File: src/rtl/bcd_count_sequencer.sv
// bcd_count_sequencer: steps a 2-digit BCD counter toward a commanded target at a prescaled rate.
module bcd_count_sequencer #(
  parameter int PRESCALE = 1
) (
  input  logic       clk,
  input  logic       rst,
  input  logic       cmd_valid,
  output logic       cmd_ready,
  input  logic [7:0] cmd_target,
  input  logic       hold,
  output logic [7:0] count,
  output logic       x,
  output logic       busy,
  output logic       done,
  output logic       err
);
  typedef enum logic [1:0] {IDLE, RUN, DONE} state_t;
  state_t state, state_nx;
  logic [7:0] target, target_nx, count_nx, pre, pre_nx, stepped;
  logic x_nx, err_nx, bad, tick;
  assign bad = cmd_target[7:4] > 4'd9 || cmd_target[3:0] > 4'd9;
  assign tick = !hold && pre == 8'(PRESCALE - 1);
  assign stepped = x ? (count[3:0] == 4'd9 ? {count[7:4] + 4'd1, 4'd0} : {count[7:4], count[3:0] + 4'd1})
                     : (count[3:0] == 4'd0 ? {count[7:4] - 4'd1, 4'd9} : {count[7:4], count[3:0] - 4'd1});
  assign cmd_ready = state == IDLE;
  assign busy = state == RUN;
  assign done = state == DONE;
  always_comb begin
    state_nx = state;
    target_nx = target;
    count_nx = count;
    pre_nx = pre;
    x_nx = x;
    err_nx = 1'b0;
    case (state)
      IDLE: if (cmd_valid) begin
        if (bad) err_nx = 1'b1;
        else if (cmd_target == count) state_nx = DONE;
        else begin
          x_nx = cmd_target > count;
          target_nx = cmd_target;
          pre_nx = 8'd0;
          state_nx = RUN;
        end
      end
      RUN: if (!hold) begin
        pre_nx = tick ? 8'd0 : pre + 8'd1;
        if (tick) begin
          count_nx = stepped;
          state_nx = stepped == target ? DONE : RUN;
        end
      end
      default: state_nx = IDLE;
    endcase
  end
  always_ff @(posedge clk or negedge rst) begin
    if (!rst) begin
      state <= IDLE;
      target <= 8'h00;
      count <= 8'h00;
      pre <= 8'd0;
      x <= 1'b0;
      err <= 1'b0;
    end else begin
      state <= state_nx;
      target <= target_nx;
      count <= count_nx;
      pre <= pre_nx;
      x <= x_nx;
      err <= err_nx;
    end
  end
endmodule
File: config.mk
export PLATFORM = sky130hd
export DESIGN_NAME = bcd_count_sequencer
export DESIGN_NICKNAME = d
export VERILOG_FILES = /design/src/rtl/bcd_count_sequencer.sv
export SDC_FILE = /design/constraint.sdc
export NUM_CORES = 1
export LEC_CHECK = 0
export BUFFER_PORTS_ARGS = -buffer_cell sky130_fd_sc_hd__buf_2
export CORE_UTILIZATION = 51
export CTS_CLUSTER_DIAMETER = 80
export DETAILED_ROUTE_END_ITERATION = 8
export PLACE_DENSITY = 0.71
export SYNTH_ARGS = -nofsm -noshare
export SYNTH_HDL_FRONTEND = slang
export SYNTH_SLANG_ARGS = --single-unit
File: constraint.sdc
create_clock -name clk -period 3.1 [get_ports clk]
set_input_delay 0.31 -clock clk [delete_from_list [all_inputs] [get_ports clk]]
set_output_delay 0.31 -clock clk [all_outputs]
set_load 0.03 [all_outputs]
# Yosys cells after proc, flatten, opt, wreduce, memory -nomap -nowiden
# Cells that the tools add are included.
# W data, S select, Z words.
[totals]
ff_bits = 28
latch_bits = 0
mem_bits_rw = 0
rom_bits = 0
input_bits = 12
elab_cells = 57
mem_count = 0
[op_classes]
add_sub_neg = 5
n_mul = 0
div_mod_pow = 0
order_cmp = 3
n_eq_ne = 10
n_shift = 0
muxes = 19
bitwise = 3
n_reduce_logical = 11
[ops]
columns = ["cell", "n"]
rows = [
  ["$mux W8", 8],
  ["$eq A8 B8 Y1", 2],
  ["$pmux W8 S2", 1],
  ["$mux W2", 6],
  ["$add A4 B1 Y4 const B", 2],
  ["$add A8 B1 Y8 const B", 1],
  ["$gt A4 B4 Y1 const B", 2],
  ["$gt A8 B8 Y1", 1],
  ["$logic_not A8 Y1", 1],
  ["$ne A2 B2 Y1 const B", 4],
  ["$reduce_and A4 Y1", 2],
  ["$sub A4 B1 Y4 const B", 2],
  ["$reduce_and A5 Y1", 1],
  ["$eq A4 B4 Y1 const B", 1],
  ["$logic_not A4 Y1", 1],
  ["$pmux W2 S2", 1],
  ["$mux W1", 3],
  ["$not A1 Y1", 3],
  ["$reduce_and A3 Y1", 1],
  ["$eq A2 B1 Y1 const B", 1],
  ["$eq A2 B2 Y1 const B", 1],
  ["$logic_not A2 Y1", 1],
  ["$ne A2 B1 Y1 const B", 1],
  ["$reduce_bool A2 Y1", 1],
  ["other kinds (3)", 3],
]

# Depth between registers and ports, before layout
# Gate-level depths: netlist of the first run.
[logic_depth]
depth_word = 8
mapped_depth = 9
depth_no_buf = 8

# Worst setup path before layout of the first run
# No wires, ideal clock.
[synth_timing]
path_kind = "reg2reg"
start = "register count[2]"
end = "register target[0]"
arrival_ps = 2504
slack_ps = 472
stages_incl_launch_ff = 9
n_path_buf = 2
synth_period_minus_slack_ps = 2628
path_cell_list = "dfrtp_1 -> clkbuf_1 -> inv_1 -> ha_1 -> and4_1 -> and3_1 -> nor3_1 -> clkbuf_1 -> mux2_2"
[synth_between]
elab_chain_cells = 3
[synth_rtl]
columns = ["item", "line", "rtl"]
rows = [
  ["start, declared", "11", "output logic [7:0] count,"],
  ["start signal, assigned", "67", "count <= count_nx;"],
  ["$eq A8 B8 Y1", "38", "else if (cmd_target == count) state_nx = DONE;"],
  ["$not A1 Y1 (no line)", "-", ""],
  ["$reduce_and A4 Y1 (no line)", "-", ""],
  ["end signal, assigned", "66", "target <= target_nx;"],
  ["end, declared", "19", "logic [7:0] target, target_nx, count_nx, pre, pre_nx, stepped;"],
]
# No other way between the ends.
# A chain may end at the register's enable or synchronous reset.

# Final worst setup path of the first run
[layout_timing]
start = "register count[4]"
end = "register state[0]"
[layout_between]
elab_chain_cells = 8
elab_cells_between_ends = 14
classes_between = "add/sub: 2; eq/ne: 2; mux: 10"
[layout_rtl]
columns = ["item", "line", "rtl"]
rows = [
  ["$sub A4 B1 Y4 / $add A4 B1 Y4 (equally long branches)", "24, 23", ""],
  ["$mux W8, on equally long branches", "24, 23", ""],
  ["$mux W8", "23", "assign stepped = x ? (count[3:0] == 4'd9 ? {count[7:4] + 4'd1, 4'd0} : {count[7:4], count[3:0] + 4'd1})"],
  ["$eq A8 B8 Y1", "50", "state_nx = stepped == target ? DONE : RUN;"],
  ["$mux W2", "50", ""],
  ["$mux W2", "48", "if (tick) begin"],
  ["$mux W2", "46", "RUN: if (!hold) begin"],
  ["$pmux W2 S2 *", "35", "case (state)"],
  ["end signal, assigned", "65", "state <= state_nx;"],
  ["end, declared", "18", "state_t state, state_nx;"],
]
# Mark *: on every way between the ends. The rest lies on a longest branch, timed or not. The select of a mux whose other input is x is not followed.

==> results.cfg, run 1 <==
[status]
status = completed

[cts]
cts_setup_buffers = 0
clk_pin_slew_ns = 0.09
hold_buffers = 0
clock-sinks = 28
cts_buffers = 3
cts_resized = 0
root_buffer = clkbuf_8
clockBufferDepth = 2
cts.htree.levels = 1
insertion_delay_ns = 0.27
cts_tree = built

[critical_path]
critPathBufInv = 1
rr_startpoint = count[4]$_DFFE_PN0P_
worstPathRequired_ns = 3.27
critPathCaptureType = register
reg2reg_to = state[0]$_DFFE_PN0P_
path_depth = 8
cp_slowest_cell = dfrtp_1
r2r_slack_ns = 0.59
crit_family = compound AO/OA/AOI/OAI gates
path_cells = inv_1 > ha_1 > or4b_1 > a21oi_1 > o21ai_0 > a211oi_1 > o21ai_0 > o22a_1
cp_data_arrival_time_ns = 2.68
setup.worst_path.end = state[0]$_DFFE_PN0P_
crit_fanout = 7
cp_common_cell = o21ai_0
critPathLaunchType = register
crit_start = count[4]$_DFFE_PN0P_
criticalPathCategory = reg2reg
reg2reg_depth = 8
cpPeakStageDelay_ns = 0.49

[route]
antenna_left = 0
wl_mm = 4.12
routed_via_density = 5.63
avgRoutedWirePerCell_um = 14.6
dr.pass1.iters = 4
drcViolationCount = 0
vias = 1587
drt_iter0_drc = 63

[global_route]
gr-usage-met1_pct = 34.0
grt-ovfl-total = 0
groute.usage.overall_pct = 22.3
grt_util_met2_pct = 31.9
grt_pass1_wl_mm = 7.22
antenna_found_initial = 0
grt_pass1_vias = 1517
gr-max-usage-layer = met1
grt_max_degree = 29
grtUsageMet3_pct = 4.93

[synth]
syn_area_per_cell_um2 = 9.47
async_flop_share_pct = 100
synth_area_leader_cell = dfrtp_1
yosys_warnings = 0
syn_nets = 239
synth_area_um2 = 2010
ys_ff_latch = 28
synth_edf_count = 0
syn_inst = 212
synth_top_area_share_pct = 34.9
ys.flop_type = dfrtp_1
ys_seq_area_share_pct = 34.9
synth_cell_types = 53
synth.area.top_cells = dfrtp_1 35%, ha_1 9.3%, mux2_2 4.5%

[layout]
syn_to_final_growth_pct = 9.10
fill_cells = 325
multiInputGateArea_um2 = 1210
antennaDiodeCount = 0
drive_gt1_share_pct = 20.5
fin_nets = 263
seqCellArea_um2 = 701
layout_common_cells = 28 x dfrtp_1, 24 x buf_2, 18 x nand2_1
final_common_cell = dfrtp_1

[timing]
tns_ns = 0
rsz0062_at_grt = no
final_max_slew_viol_count = 0
fin_skew_ns = 0.00541
max_clock_freq_mhz = 398
period_minus_slack_ns = 2.51
setup_viol = 0
hold_viol = 0
maxSlewHeadroom_pct = 56.8
tightest_slew_ns = 0.647
period_share_pct = 81.0

[pwr]
cellPowerDensity_nw_per_um2 = 940
ir_worst_vdd_mv = 0.515
p_total_w = 0.00206
p_leak_nw = 0.986

[floorplanning]
core_um2 = 3720
die_area_um2 = 4190
fp.dieW_um = 64.8
rows = 22
die_h_um = 64.8
start_util_pct = 54.0
io_pins = 25

[hold_path]
hp-class = in2async

[place]
port-buffer-count = 24
hpwl_mm = 3.11
place_congestion = 0.786

[flow_run]
cap_viol_max_count = 0
metal layers:
metal,part of all wire (%),vias up
li1,-,815
met1,52,737
met2,43,30
met3,3.8,5
met4,0.73,0
met5,0,-
cells in the mapped netlist, drive strengths merged, types with 2 or more instances:
cell and n:
nand2b 5, clkbuf 6, nand2 18, nor4b 3, xnor2 10, inv 12
nand3 5, and3 8, a31oi 2, a211oi 2, or4b 2, a311oi 2
o21ai 18, o31ai 5, ha 15, nor3 4, dfrtp 28, nor2 9
nand4 4, a21oi 8, o211ai 2, and2 3, o21a 3, nor2b 3
xor2 5, mux2 8
kinds of logic after synthesis:
family                   Yosys count  synth area share, %
AO/OA/AOI/OAI                     50                 16.1
multiplexers                       9                 4.98
buffers and inverters             19                 4.92
XOR/XNOR                          15                 6.54
adder cells (fa/ha/maj)           15                 9.35
flip-flops                        28                 34.9
AND/OR/NAND/NOR                   76                 23.2
through the flow:
| stage | hold WS, ns | setup WS (ns) | cell area [um2] | instances | util, % |
|---|---|---|---|---|---|
| 5_1_grt | 0.104 | 0.369 | 2190 | 282 | 59.0 |
| 3_3_place_gp | 0.377 | 0.645 | 2150 | 279 | 57.8 |
| 2_1_floorplan | 0.0144 | 0.472 | 2010 | 212 | - |
| 6_report | 0.0501 | 0.590 | 2190 | 282 | 59.0 |
| 4_1_cts | 0.0742 | 0.592 | 2190 | 282 | 59.0 |
| 3_5_place_dp | 0.369 | 0.616 | 2150 | 279 | 57.8 |
flip-flops by register name (all words and copies together), names as in the netlist:
signal,cells
count,8
pre,8
target,8
state,2
err,1
x,1
layout make-up:
class                           instances  area share, %
Multi-Input combinational cell        165           55.2
Tap cell                               48           2.74
Inverter                               12           2.06
Sequential cell                        28           32.0
Timing Repair Buffer                   26           6.17
Clock buffer                            3           1.88
where the power goes:
| group | switching (W) | leakage [nW] | total (W) | internal [W] |
|---|---|---|---|---|
| registers | 0.000193 | 0.352 | 0.000687 | 0.000494 |
| clock network | 0.000106 | 0.0216 | 0.000193 | 0.0000872 |
| logic | 0.000658 | 0.612 | 0.00118 | 0.000521 |
worst min path at each step:
stage / startpoint / end / slack (ns)
floorplan: rst / count[0]$_DFFE_PN0P_ / 0.01
global placement: rst / target[2]$_DFFE_PN0P_ / 0.38
detailed placement: rst / target[3]$_DFFE_PN0P_ / 0.37
CTS: rst / target[3]$_DFFE_PN0P_ / 0.07
global route: rst / target[3]$_DFFE_PN0P_ / 0.10
finish: rst / pre[1]$_DFFE_PN0P_ / 0.05
Note: power is estimated with default switching activity, not from simulation.
==> run 2: changes to the inputs <==
- ABC_AREA: unset -> 1
- PLACE_DENSITY: 0.71 -> 0.73
- clock period: 3.1 -> 2.04 ns (I/O delays scaled with it)
==> run 2 against run 1 <==
Net effect: clock power grew 88%; largest power group unchanged; clock skew grew 0.00069 ns; largest cell class unchanged; worst hold slack gained 0.090 ns; sequential power grew 34%; synthesized area grew 6.7%; sequential cell count is the same; critical path depth grew 3; total power grew 85%; cell count grew 36%; sequential share of layout area shrank 3.1 points; register-to-register slack lost 0.49 ns; fmax grew 29%; highest routed layer unchanged.
==> results.cfg, run 2 <==
[floorplanning]
core_um2 = 4030
die_h_um = 66.8
rows = 23
die_area_um2 = 4460
start_util_pct = 53.2
fp.dieW_um = 66.8
io_pins = 25

[route]
routed_via_density = 5.17
wl_mm = 4.80
avgRoutedWirePerCell_um = 12.5
drt_iter0_drc = 111
dr.pass1.iters = 4
vias = 1979
drcViolationCount = 0
antenna_left = 0

[timing]
final_max_slew_viol_count = 0
hold_viol = 0
period_share_pct = 95.1
maxSlewHeadroom_pct = 55.8
max_clock_freq_mhz = 515
rsz0062_at_grt = yes
tightest_slew_ns = 0.663
setup_slack_ns = 0.0996
period_minus_slack_ns = 1.94
fin_skew_ns = 0.00610
setup_viol = 0

[global_route]
grt_pass1_vias = 1806
antenna_found_initial = 0
groute.usage.overall_pct = 24.2
grt_pass1_wl_mm = 8.14
grt-ovfl-total = 0
grt_max_degree = 29

[layout]
final_common_cell = nand2_1
top_regs = count: 8 flops, pre: 8 flops, target: 8 flops
syn_to_final_growth_pct = 13.8
fin_area_um2 = 2440
fin_nets = 361
drive_gt1_share_pct = 20.1
final_core_util_pct = 60.5
layout_common_cells = 87 x nand2_1, 39 x inv_1, 33 x nand3_1
stdcell_count = 383
antennaDiodeCount = 0

[hold_path]
holdPathEnd = err$_DFF_PN0_
hp-class = in2reg
hp-start = cmd_valid
worstHoldPathCells = 3

[cts]
cts_tree = built
cts.htree.levels = 1
insertion_delay_ns = 0.28
clk_pin_slew_ns = 0.11
clockBufferDepth = 2
cts_setup_buffers = 0
cts_buffers = 3
root_buffer = clkbuf_8
clock-sinks = 28

[synth]
synth_area_um2 = 2140
synth.area.top_cells = dfrtp_1 33%, nand2_1 15%, ha_1 8.8%
ys_ff_latch = 28
ys_seq_area_share_pct = 32.7
ys.flop_type = dfrtp_1
syn_area_per_cell_um2 = 7.16
syn_inst = 299
synth_top_area_share_pct = 32.7
syn_nets = 326
synthTopCellsByCount = 88 x nand2_1, 40 x inv_1, 33 x nand3_1, 28 x dfrtp_1, 27 x o21ai_0
yosysMostFrequentCell = nand2_1
synth_edf_count = 0
synth_cell_types = 30
synth_area_leader_cell = dfrtp_1
async_flop_share_pct = 100
yosys_warnings = 0

[place]
port-buffer-count = 24
place_inst = 378
place_congestion = 0.952
pre_cts_slack_ns = 0.0712
hpwl_mm = 3.81
dpl-instance-area_um2 = 2360

[pwr]
p_leak_nw = 1.27
ir_worst_vdd_mv = 0.671
cellPowerDensity_nw_per_um2 = 1560

[critical_path]
reg2reg_to = state[0]$_DFFE_PN0P_
critPathCaptureType = register
cp_data_arrival_time_ns = 2.12
worstPathRequired_ns = 2.22
reg2reg_depth = 11
critPathLaunchType = register
criticalPathCategory = reg2reg
crit_fanout = 6
r2r_slack_ns = 0.1
rr_startpoint = count[1]$_DFFE_PN0P_

[flow_run]
cap_viol_max_count = 0

[status]
status = completed
-- run 2: critical path: stages (launching register included) --
cell     delay, ns
dfrtp_1       0.45
inv_1         0.18
ha_2          0.28
nand4_4       0.16
nand3_1       0.16
nand2_1       0.08
nand2_1       0.07
nand3_2       0.06
nor2_2        0.16
nand3_1       0.10
nand2_1       0.08
a21oi_2       0.05
-- run 2: per-layer routing --
metal	vias to the layer above	routed length [um]	GRT usage (%)
li1	1040	-	-
met1	908	2310	32.0
met2	27	2340	41.7
met3	4	120	3.08
met4	0	26	5.32
met5	-	0	0
-- run 2: area by class of cell --
type,instances,area [um2]
Timing Repair Buffer,35,205
Multi-Input combinational cell,223,1250
Clock buffer,4,55.1
Sequential cell,28,703
Tap cell,50,62.6
Fill cell,425,1590
Inverter,43,164
-- run 2: stage by stage --
stage	hold slack (ns)	TNS [ns]	power, W
6_report	0.140	0	0.00380
5_1_grt	0.155	-0.0824	0.00420
4_1_cts	0.137	0	0.00378
3_5_place_dp	0.275	0	0.00341
3_3_place_gp	0.265	0	0.00338
2_1_floorplan	-0.0916	0	0.00280
-- run 2: kinds of logic (layout without fill, tap and decap cells) --
group | count (synthesis) | count (layout) | synth area share, %
buffers and inverters | 48 | 82 | 9.70
adders and majority gates | 15 | 15 | 8.76
AOI/OAI and AO/OA | 43 | 43 | 10.8
and+or+nand+nor | 165 | 165 | 38.0
DFF | 28 | 28 | 32.7
-- run 2: worst max path at each step --
stage / endpoint / cells after the start / startpoint / slack [ns]
6_report: state[0]$_DFFE_PN0P_ / 11 / count[1]$_DFFE_PN0P_ / 0.1
2_1_floorplan: pre[3]$_DFFE_PN0P_ / 12 / count[5]$_DFFE_PN0P_ / 0.01
5_1_grt: state[0]$_DFFE_PN0P_ / 11 / count[1]$_DFFE_PN0P_ / -0.06
3_3_place_gp: state[0]$_DFFE_PN0P_ / 11 / count[1]$_DFFE_PN0P_ / 0.10
3_5_place_dp: state[0]$_DFFE_PN0P_ / 11 / count[1]$_DFFE_PN0P_ / 0.07
4_1_cts: state[0]$_DFFE_PN0P_ / 11 / count[1]$_DFFE_PN0P_ / 0.05
-- run 2: what timing repair did --
action	CTS	global route
endpoints found under the setup margin	0	12
hold buffers	1	0
resized for setup	0	7
hold endpoints to repair	28	0
-- run 2: where the power goes --
group          total (W)  switching, W  internal (W)
clock network   0.000363      0.000189      0.000173
logic            0.00252       0.00166      0.000861
registers       0.000919      0.000166      0.000753
